--- src/rtl/score_pkg.sv ---
// rtl/score_pkg.sv - shared types and constants for the Pong score controller
package score_pkg;

  // Scoring is live in PLAY; OVER freezes everything until new_game.
  typedef enum logic {
    PLAY = 1'b0,
    OVER = 1'b1
  } state_e;

  localparam int SCORE_W = 4;

  // Player index, also the encoding of the winner output.
  localparam logic P1 = 1'b0;
  localparam logic P2 = 1'b1;

endpackage

--- src/rtl/score_ctrl_beep_timer.sv ---
// rtl/score_ctrl_beep_timer.sv - beep length counter, optional win melody (SCORE_WIN_MELODY_EN)
module beep_timer #(
  parameter int BEEP_CYCLES = 5_000_000
) (
  input  logic clk,
  input  logic rst_n,
  input  logic clear_i,
  input  logic load_i,
`ifdef SCORE_WIN_MELODY_EN
  input  logic melody_i,
`endif
  output logic busy_o
);

  localparam int CW = $clog2(BEEP_CYCLES + 1);
  localparam logic [CW-1:0] LOAD_VAL = CW'(BEEP_CYCLES);

  logic [CW-1:0] cnt_q, cnt_d;

`ifdef SCORE_WIN_MELODY_EN
  // Melody segment 1..5; odd segments sound, even segments are silent gaps.
  logic [2:0] seg_q, seg_d;

  // Next counter/segment: reload per segment until the fifth runs out.
  always_comb begin
    cnt_d = cnt_q;
    seg_d = seg_q;
    if (clear_i) begin
      cnt_d = '0;
      seg_d = 3'd0;
    end else if (melody_i) begin
      cnt_d = LOAD_VAL;
      seg_d = 3'd1;
    end else if (load_i) begin
      cnt_d = LOAD_VAL;
      seg_d = 3'd0;
    end else if (cnt_q != '0) begin
      if (cnt_q == CW'(1) && seg_q != 3'd0 && seg_q != 3'd5) begin
        cnt_d = LOAD_VAL;
        seg_d = seg_q + 3'd1;
      end else begin
        cnt_d = cnt_q - CW'(1);
        if (cnt_q == CW'(1)) seg_d = 3'd0;
      end
    end
  end

  // Counter and segment registers.
  always_ff @(posedge clk or negedge rst_n) begin
    if (!rst_n) begin
      cnt_q <= '0;
      seg_q <= 3'd0;
    end else begin
      cnt_q <= cnt_d;
      seg_q <= seg_d;
    end
  end

  assign busy_o = (seg_q != 3'd0) ? seg_q[0] : (cnt_q != '0);
`else
  // Next counter: reload on a point, otherwise count down to zero.
  always_comb begin
    cnt_d = cnt_q;
    if (clear_i) begin
      cnt_d = '0;
    end else if (load_i) begin
      cnt_d = LOAD_VAL;
    end else if (cnt_q != '0) begin
      cnt_d = cnt_q - CW'(1);
    end
  end

  // Counter register.
  always_ff @(posedge clk or negedge rst_n) begin
    if (!rst_n) begin
      cnt_q <= '0;
    end else begin
      cnt_q <= cnt_d;
    end
  end

  assign busy_o = (cnt_q != '0);
`endif

endmodule

--- src/rtl/score_ctrl.sv ---
// rtl/score_ctrl.sv - Pong score arbiter, BCD scores and game-over FSM (SCORE_WIN_MELODY_EN)
module score_ctrl
  import score_pkg::*;
#(
  parameter int BEEP_CYCLES = 5_000_000,
  parameter int WIN_SCORE   = 9
) (
  input  logic               clk,
  input  logic               rst_n,
  input  logic               p1_point,
  input  logic               p2_point,
  input  logic               new_game,
  output logic [SCORE_W-1:0] p1,
  output logic [SCORE_W-1:0] p2,
  output logic               beep,
  output logic               game_over,
  output logic               winner
);

  localparam logic [SCORE_W-1:0] WIN_VAL = SCORE_W'(WIN_SCORE);

  state_e             state_q, state_d;
  logic [SCORE_W-1:0] p1_q, p1_d, p2_q, p2_d;
  logic               pend1_q, pend1_d, pend2_q, pend2_d;
  logic               winner_q, winner_d;
  logic               beep_load, beep_win, beep_clear;

  // Arbitration (player 1 first), pending bookkeeping and game-over detection.
  always_comb begin
    state_d    = state_q;
    p1_d       = p1_q;
    p2_d       = p2_q;
    pend1_d    = pend1_q;
    pend2_d    = pend2_q;
    winner_d   = winner_q;
    beep_load  = 1'b0;
    beep_win   = 1'b0;
    beep_clear = 1'b0;
    if (new_game) begin
      state_d    = PLAY;
      p1_d       = '0;
      p2_d       = '0;
      pend1_d    = 1'b0;
      pend2_d    = 1'b0;
      winner_d   = P1;
      beep_clear = 1'b1;
    end else if (state_q == PLAY) begin
      if (p1_point || pend1_q) begin
        p1_d      = p1_q + SCORE_W'(1);
        pend1_d   = 1'b0;
        pend2_d   = pend2_q | p2_point;
        beep_load = 1'b1;
        if (p1_d == WIN_VAL) begin
          state_d  = OVER;
          winner_d = P1;
          pend1_d  = 1'b0;
          pend2_d  = 1'b0;
          beep_win = 1'b1;
        end
      end else if (p2_point || pend2_q) begin
        p2_d      = p2_q + SCORE_W'(1);
        pend2_d   = 1'b0;
        beep_load = 1'b1;
        if (p2_d == WIN_VAL) begin
          state_d  = OVER;
          winner_d = P2;
          pend1_d  = 1'b0;
          pend2_d  = 1'b0;
          beep_win = 1'b1;
        end
      end
    end
  end

  // Score, pending, winner and state registers.
  always_ff @(posedge clk or negedge rst_n) begin
    if (!rst_n) begin
      state_q  <= PLAY;
      p1_q     <= '0;
      p2_q     <= '0;
      pend1_q  <= 1'b0;
      pend2_q  <= 1'b0;
      winner_q <= P1;
    end else begin
      state_q  <= state_d;
      p1_q     <= p1_d;
      p2_q     <= p2_d;
      pend1_q  <= pend1_d;
      pend2_q  <= pend2_d;
      winner_q <= winner_d;
    end
  end

`ifndef SCORE_WIN_MELODY_EN
  // The winning point beeps like any other point.
  logic unused_win;
  assign unused_win = beep_win;
`endif

  beep_timer #(
    .BEEP_CYCLES(BEEP_CYCLES)
  ) u_beep_timer (
    .clk     (clk),
    .rst_n   (rst_n),
    .clear_i (beep_clear),
    .load_i  (beep_load),
`ifdef SCORE_WIN_MELODY_EN
    .melody_i(beep_win),
`endif
    .busy_o  (beep)
  );

  assign p1        = p1_q;
  assign p2        = p2_q;
  assign game_over = (state_q == OVER);
  assign winner    = winner_q;

endmodule

--- config.mk ---
export PLATFORM = sky130hd
export DESIGN_NAME = score_ctrl
export DESIGN_NICKNAME = d
export VERILOG_FILES = /design/src/rtl/score_pkg.sv /design/src/rtl/score_ctrl_beep_timer.sv /design/src/rtl/score_ctrl.sv
export SDC_FILE = /design/constraint.sdc
export NUM_CORES = 1
export LEC_CHECK = 0
export CAP_MARGIN = 20
export CORE_ASPECT_RATIO = 0.5
export CORE_MARGIN = 3
export CORE_UTILIZATION = 45
export CTS_CLUSTER_DIAMETER = 50
export CTS_CLUSTER_SIZE = 16
export DETAILED_ROUTE_END_ITERATION = 8
export DONT_BUFFER_PORTS = 1
export GPL_TIMING_DRIVEN = 1
export PLACE_DENSITY = 0.73
export SYNTH_ARGS = -nofsm -noshare
export SYNTH_HDL_FRONTEND = slang
export SYNTH_SLANG_ARGS = --single-unit
--- constraint.sdc ---
create_clock -name clk -period 2.1 [get_ports clk]
set_clock_uncertainty 0.15 [all_clocks]
set_input_delay 0.525 -clock clk [delete_from_list [all_inputs] [get_ports clk]]
set_output_delay 0.525 -clock clk [all_outputs]
set_load 0.02 [all_outputs]
==> flow_summary.json, run 1 <==
{
  "slew_headroom_pct": 74.8,
  "fillers": 272,
  "cts_max_level": 2,
  "clock_latency_ns": 0.30,
  "syn_inst": 205,
  "power_leakage_uw": 0.00107,
  "synth.largest_area_cell": "dfrtp_1",
  "overflow": 0,
  "dpl.cell_count": 277,
  "clkTransAtPathRegs_ns": 0.08,
  "die_w_um": 98.0,
  "gp_congestion": 0.885,
  "slew_viol_final": 0,
  "yosysSeqAreaShare_pct": 44.6,
  "hold_viol_final": 0,
  "criticalPathCategory": "reg2out",
  "vias_per_cell": 5.95,
  "nets": 251,
  "dr.pass1.iters": 6,
  "rows": 16,
  "required_ns": 1.42,
  "drc": 0,
  "start_util_pct": 47.8,
  "tritoncts": "yes",
  "grt_pass1_vias": 1741,
  "drt_iter0_markers": 103,
  "final_cell_mix": "31 x dfrtp_1, 27 x buf_4, 24 x nor2_1",
  "hold_path_class": "in2reg",
  "violations": "setup timing",
  "wl_per_cell_um": 17.3,
  "final_layout_size_suffix_gt1_share_pct": 36.0,
  "grt_pass1_wl_um": 7990,
  "cp.arrival_ns": 1.63,
  "syn_to_final_growth_pct": 34.8,
  "fp.dieArea_um2": 5100,
  "period_minus_slack_ns": 2.30,
  "finalCritPeriodShare_pct": 110,
  "grt_util_met3_pct": 6.16,
  "antenna_found_initial": 0,
  "cts_sinks": 34,
  "placement.cell_area_um2": 2150,
  "post_synth_instance_area_um2": 1910,
  "synth_warnings": 0,
  "endpoint_kind": "primary output",
  "use_met1_pct": 22.4,
  "hpwl_um": 3100,
  "antenna_left": 0,
  "coreArea_um2": 3980,
  "ioPinCount": 16,
  "synthesis.nets": 215,
  "layout_commonest_cell": "dfrtp_1",
  "synth_cell_types": 43,
  "ff_latch_area_um2": 855,
  "routed_wl_um": 5110,
  "synth_edf_count": 0,
  "rsz0062_at_grt": "true",
  "tightestPinTransition_ns": 0.378,
  "finalWorstSetupSlack_ns": -0.204,
  "crit_fanout": 2,
  "start_kind": "flip-flop",
  "cts_buffer_depth": 2,
  "fmax_mhz": 434,
  "utilization_pct": 64.5,
  "p_per_area_nw_per_um2": 766,
  "synth_top_area_share_pct": 44.6,
  "cts_root_buf": "clkbuf_8",
  "setup_violations": 10,
  "yosys-top-cells-area": "dfrtp_1 45%, a21oi_1 6.0%, nor2_1 4.7%",
  "grt.busiest_layer": "met2",
  "num_vias": 1760,
  "post_synth.cell_area_avg_um2": 9.30,
  "grt_max_degree": 35,
  "multi_input_area_um2": 1170,
  "synthArstFlopShare_pct": 100,
  "track_usage_pct": 20.1,
  "synthFlopType": "dfrtp_1",
  "final_cells": 296,
  "drv_cap": 0,
  "ys_seq_elements": 34,
  "postLayoutCellArea_um2": 2570,
  "grtUsageMet2_pct": 36.1,
  "port_buffers": 0,
  "diodes": 0,
  "die-height_um": 52.0,
  "status": "finished with violations",
  "cts_made_buffers": 5,
  "vdd_drop_max_mv": 0.450
}
[stage by stage]
| step | setup slack [ns] | hold slack [ns] | power (uW) | setup TNS [ns] |
|---|---|---|---|---|
| floorplan | 0.0169 | 0.0794 | 997 | 0 |
| global placement | 0.0666 | 0.0804 | 1100 | 0 |
| detailed placement | -0.0561 | 0.0807 | 1120 | -0.0561 |
| CTS | -0.203 | 0.130 | 1900 | -0.241 |
| global route | -0.260 | 0.129 | 2040 | -1.59 |
| finish | -0.204 | 0.136 | 1970 | -0.816 |
[cells by family after synthesis]
logic type / count (synthesis) / share of synthesized area (%)
xor gates and xnor gates: 14 / 6.43
muxes: 2 / 1.05
adders and majority gates: 5 / 3.28
and+or+nand+nor: 89 / 26.9
AOI/OAI and AO/OA: 47 / 14.6
buffers and inverters: 14 / 3.02
DFF: 34 / 44.6
[cell type report]
class	count	share of cell area, %
multi-input cells	157	45.7
clock inverters	3	2.68
repair buffers	35	11.7
clock buffers	5	2.68
flip-flops and latches	34	33.3
inverters	8	1.36
well taps	54	2.63
[routing by layer]
layer / vias to the layer above / wire length, um
met2: 68 / 2510
met3: 20 / 289
li1: 810 / -
met4: 0 / 133
met1: 862 / 2170
met5: - / 0
[power by group]
part	switching [uW]	internal, uW
registers	62.8	695
logic	243	229
clock network	262	476
total	568	1400
[flip-flops by register name, indices dropped and copies added (netlist names)]
signal	cells
game_over	1
p1	4
u_beep_timer.cnt_q	23
p2	4
winner	1
pend2_q	1
[timing repair]
item | in CTS | in global routing
hold buffers | 2 | 0
endpoints found under the hold margin | 34 | 0
setup endpoints to repair | 4 | 19
pin swaps | 10 | 14
buffers inserted | 6 | 3
gates resized for setup | 10 | 31
[critical path, cell delays in order (launching register included)]
cell and delay (ns):
dfrtp_1 0.41, inv_2 0.08, ha_4 0.13, nor4b_4 0.21, and3_4 0.22, and3_4 0.19, clkinv_4 0.08
[Yosys cell counts (all sizes together), types with 2 or more instances]
cell	number
ha	5
and2	3
dfrtp	34
xor2	4
nor3	9
or4	5
nand4	3
o31ai	4
nor4	4
o21ai	8
or2	2
a211oi	2
clkbuf	5
mux2i	2
or3	9
and3	3
a21oi	23
nand2	15
a31oi	3
nand2b	4
nor2	24
nand3	4
inv	7
xnor2	10
[path summary, 6_finish.rpt]
path                       depth (start not counted)                                  to                                from  slack (ns)
setup reg to reg                                  10  u_beep_timer.cnt_q[17]$_DFFE_PN0P_   u_beep_timer.cnt_q[0]$_DFFE_PN0P_       -0.11
hold reg to reg                                    2  u_beep_timer.cnt_q[10]$_DFFE_PN0P_  u_beep_timer.cnt_q[10]$_DFFE_PN0P_        0.41
setup / recovery                                   6                                beep   u_beep_timer.cnt_q[0]$_DFFE_PN0P_       -0.20
hold / removal                                     1   u_beep_timer.cnt_q[9]$_DFFE_PN0P_                            new_game        0.14
min in group asynchronous                          2   u_beep_timer.cnt_q[4]$_DFFE_PN0P_                               rst_n        0.55
max in group asynchronous                          2   u_beep_timer.cnt_q[8]$_DFFE_PN0P_                               rst_n        1.05
No activity file was read; power rests on OpenSTA's default activity.
==> inputs of run 2 (changes only) <==
--- a/config.mk
+++ b/config.mk
@@ -7,7 +7,6 @@
 export LEC_CHECK = 0
 export CAP_MARGIN = 20
 export CORE_ASPECT_RATIO = 0.5
-export CORE_MARGIN = 3
 export CORE_UTILIZATION = 45
 export CTS_CLUSTER_DIAMETER = 50
 export CTS_CLUSTER_SIZE = 16
==> flow_summary.json, run 2 (same netlist as run 1, synthesis figures left out) <==
{
  "rsz0062_at_grt": "true",
  "violations": "setup timing",
  "cts_buffer_depth": 2,
  "slew_viol_final": 0,
  "start_util_pct": 47.8,
  "largest-register": "u_beep_timer.cnt_q",
  "tightestPinTransition_ns": 0.426,
  "diodes": 0,
  "antenna_left": 0,
  "grt_max_degree": 35,
  "vias_per_cell": 5.72,
  "endpoint_kind": "primary output",
  "grt_pass1_vias": 1557,
  "tritoncts": "yes",
  "hold_viol_final": 0,
  "ioPinCount": 16,
  "vdd_drop_max_mv": 0.535,
  "syn_to_final_growth_pct": 30.8,
  "antenna_found_initial": 0,
  "coreArea_um2": 3980,
  "hpwl_um": 2960,
  "fillers": 289,
  "ff_latch_area_um2": 852,
  "status": "finished with violations",
  "die-height_um": 48.0,
  "track_usage_pct": 22.2,
  "drt_iter0_markers": 139,
  "multi_input_area_um2": 1100,
  "clock_latency_ns": 0.29,
  "finalCritPeriodShare_pct": 109,
  "wl_per_cell_um": 16.4,
  "num_vias": 1694,
  "finalWorstSetupSlack_ns": -0.180,
  "tns_ns": -0.585,
  "overflow": 0,
  "p_per_area_nw_per_um2": 784,
  "routed_wl_um": 4860,
  "crit_fanout": 2,
  "start_kind": "flip-flop",
  "rows": 16,
  "port_buffers": 0,
  "utilization_pct": 62.6,
  "nets": 251,
  "period_minus_slack_ns": 2.28,
  "dp_slack_ns": -0.0563,
  "finalPower_uw": 1950,
  "grt_pass1_wl_um": 7230,
  "criticalPathCategory": "reg2out",
  "layout_commonest_cell": "dfrtp_1",
  "power_leakage_uw": 0.00106,
  "cp.arrival_ns": 1.60,
  "die_w_um": 94.0,
  "dr.pass1.iters": 4,
  "clkTransAtPathRegs_ns": 0.07,
  "drc": 0,
  "final_layout_size_suffix_gt1_share_pct": 31.4,
  "cts_sinks": 34,
  "gp_congestion": 0.834,
  "cts_root_buf": "clkbuf_8",
  "cts_max_level": 2,
  "fp.dieArea_um2": 4510,
  "drv_cap": 0,
  "setup_violations": 6,
  "hold_path_class": "in2reg",
  "largest_register_ffs": 23,
  "final_cell_mix": "33 x dfrtp_1, 31 x buf_4, 24 x nor2_1",
  "slew_headroom_pct": 71.3,
  "required_ns": 1.42,
  "cts_made_buffers": 5,
  "fmax_mhz": 439
}
[run 2: changes by cell type in the layout (fill, tap and decap cells not counted), moves of 2 or more]
cell	previous run	this run
a21oi_2	9	6
dfrtp_1	31	33
dfrtp_2	3	1
o31ai_1	2	4
nor3_4	2	0
o31ai_2	2	0
buf_6	6	1
nor3_1	5	7
a21oi_1	14	17
buf_4	27	31
[run 2: what timing repair did]
item	4_1_cts	5_1_grt
endpoints found under the setup margin	4	12
gates resized for setup	7	13
hold buffers	2	0
endpoints found under the hold margin	34	0
buffers inserted	8	2
pin swaps	8	9
[run 2: critical path: stages (launching register included)]
cell and delay [ns]:
dfrtp_1 0.39, nor4_2 0.41, and2_1 0.22, and3_4 0.22, clkinv_4 0.08
[run 2: layer usage]
layer	vias up	global-route usage [%]	share of wire [%]
met5	-	0	0
met1	807	28.3	45
met4	0	7.38	1.6
met3	10	6.83	6.0
met2	66	37.4	47
li1	811	-	-
[run 2: final cells by class]
cell class / instances / share of cell area [%]
multi-input combinational: 157 / 44.2
sequential: 34 / 34.2
timing repair buffer: 35 / 11.8
clock buffer: 6 / 3.31
tap: 54 / 2.71
clock inverter: 2 / 2.41
inverter: 8 / 1.41
[run 2: worst paths after layout]
path,from,end,slack [ns],cells after the start
min,new_game,p1[3]$_DFFE_PN0P_,0.15,1
max in group asynchronous,rst_n,u_beep_timer.cnt_q[5]$_DFFE_PN0P_,1.06,2
min reg2reg,u_beep_timer.cnt_q[10]$_DFFE_PN0P_,u_beep_timer.cnt_q[10]$_DFFE_PN0P_,0.43,2
max,u_beep_timer.cnt_q[18]$_DFFE_PN0P_,beep,-0.18,4
min in group asynchronous,rst_n,u_beep_timer.cnt_q[2]$_DFFE_PN0P_,0.55,2
max reg2reg,u_beep_timer.cnt_q[1]$_DFFE_PN0P_,u_beep_timer.cnt_q[3]$_DFFE_PN0P_,-0.16,8
[run 2: per-stage QoR]
| stage | area (um^2) | hold slack, ns | std cells |
|---|---|---|---|
| floorplan | 1930 | 0.0794 | 205 |
| CTS | 2420 | 0.137 | 294 |
| detailed placement | 2160 | 0.0805 | 276 |
| global route | 2490 | 0.130 | 296 |
| global placement | 2160 | 0.0803 | 276 |
| finish | 2490 | 0.145 | 296 |
[run 2: where the power goes]
| part | internal, uW | switching [uW] | leakage [uW] | total [uW] |
|---|---|---|---|---|
| registers | 694 | 60.6 | 0.000452 | 754 |
| clock network | 506 | 244 | 0.0000714 | 750 |
| logic | 230 | 220 | 0.000539 | 450 |
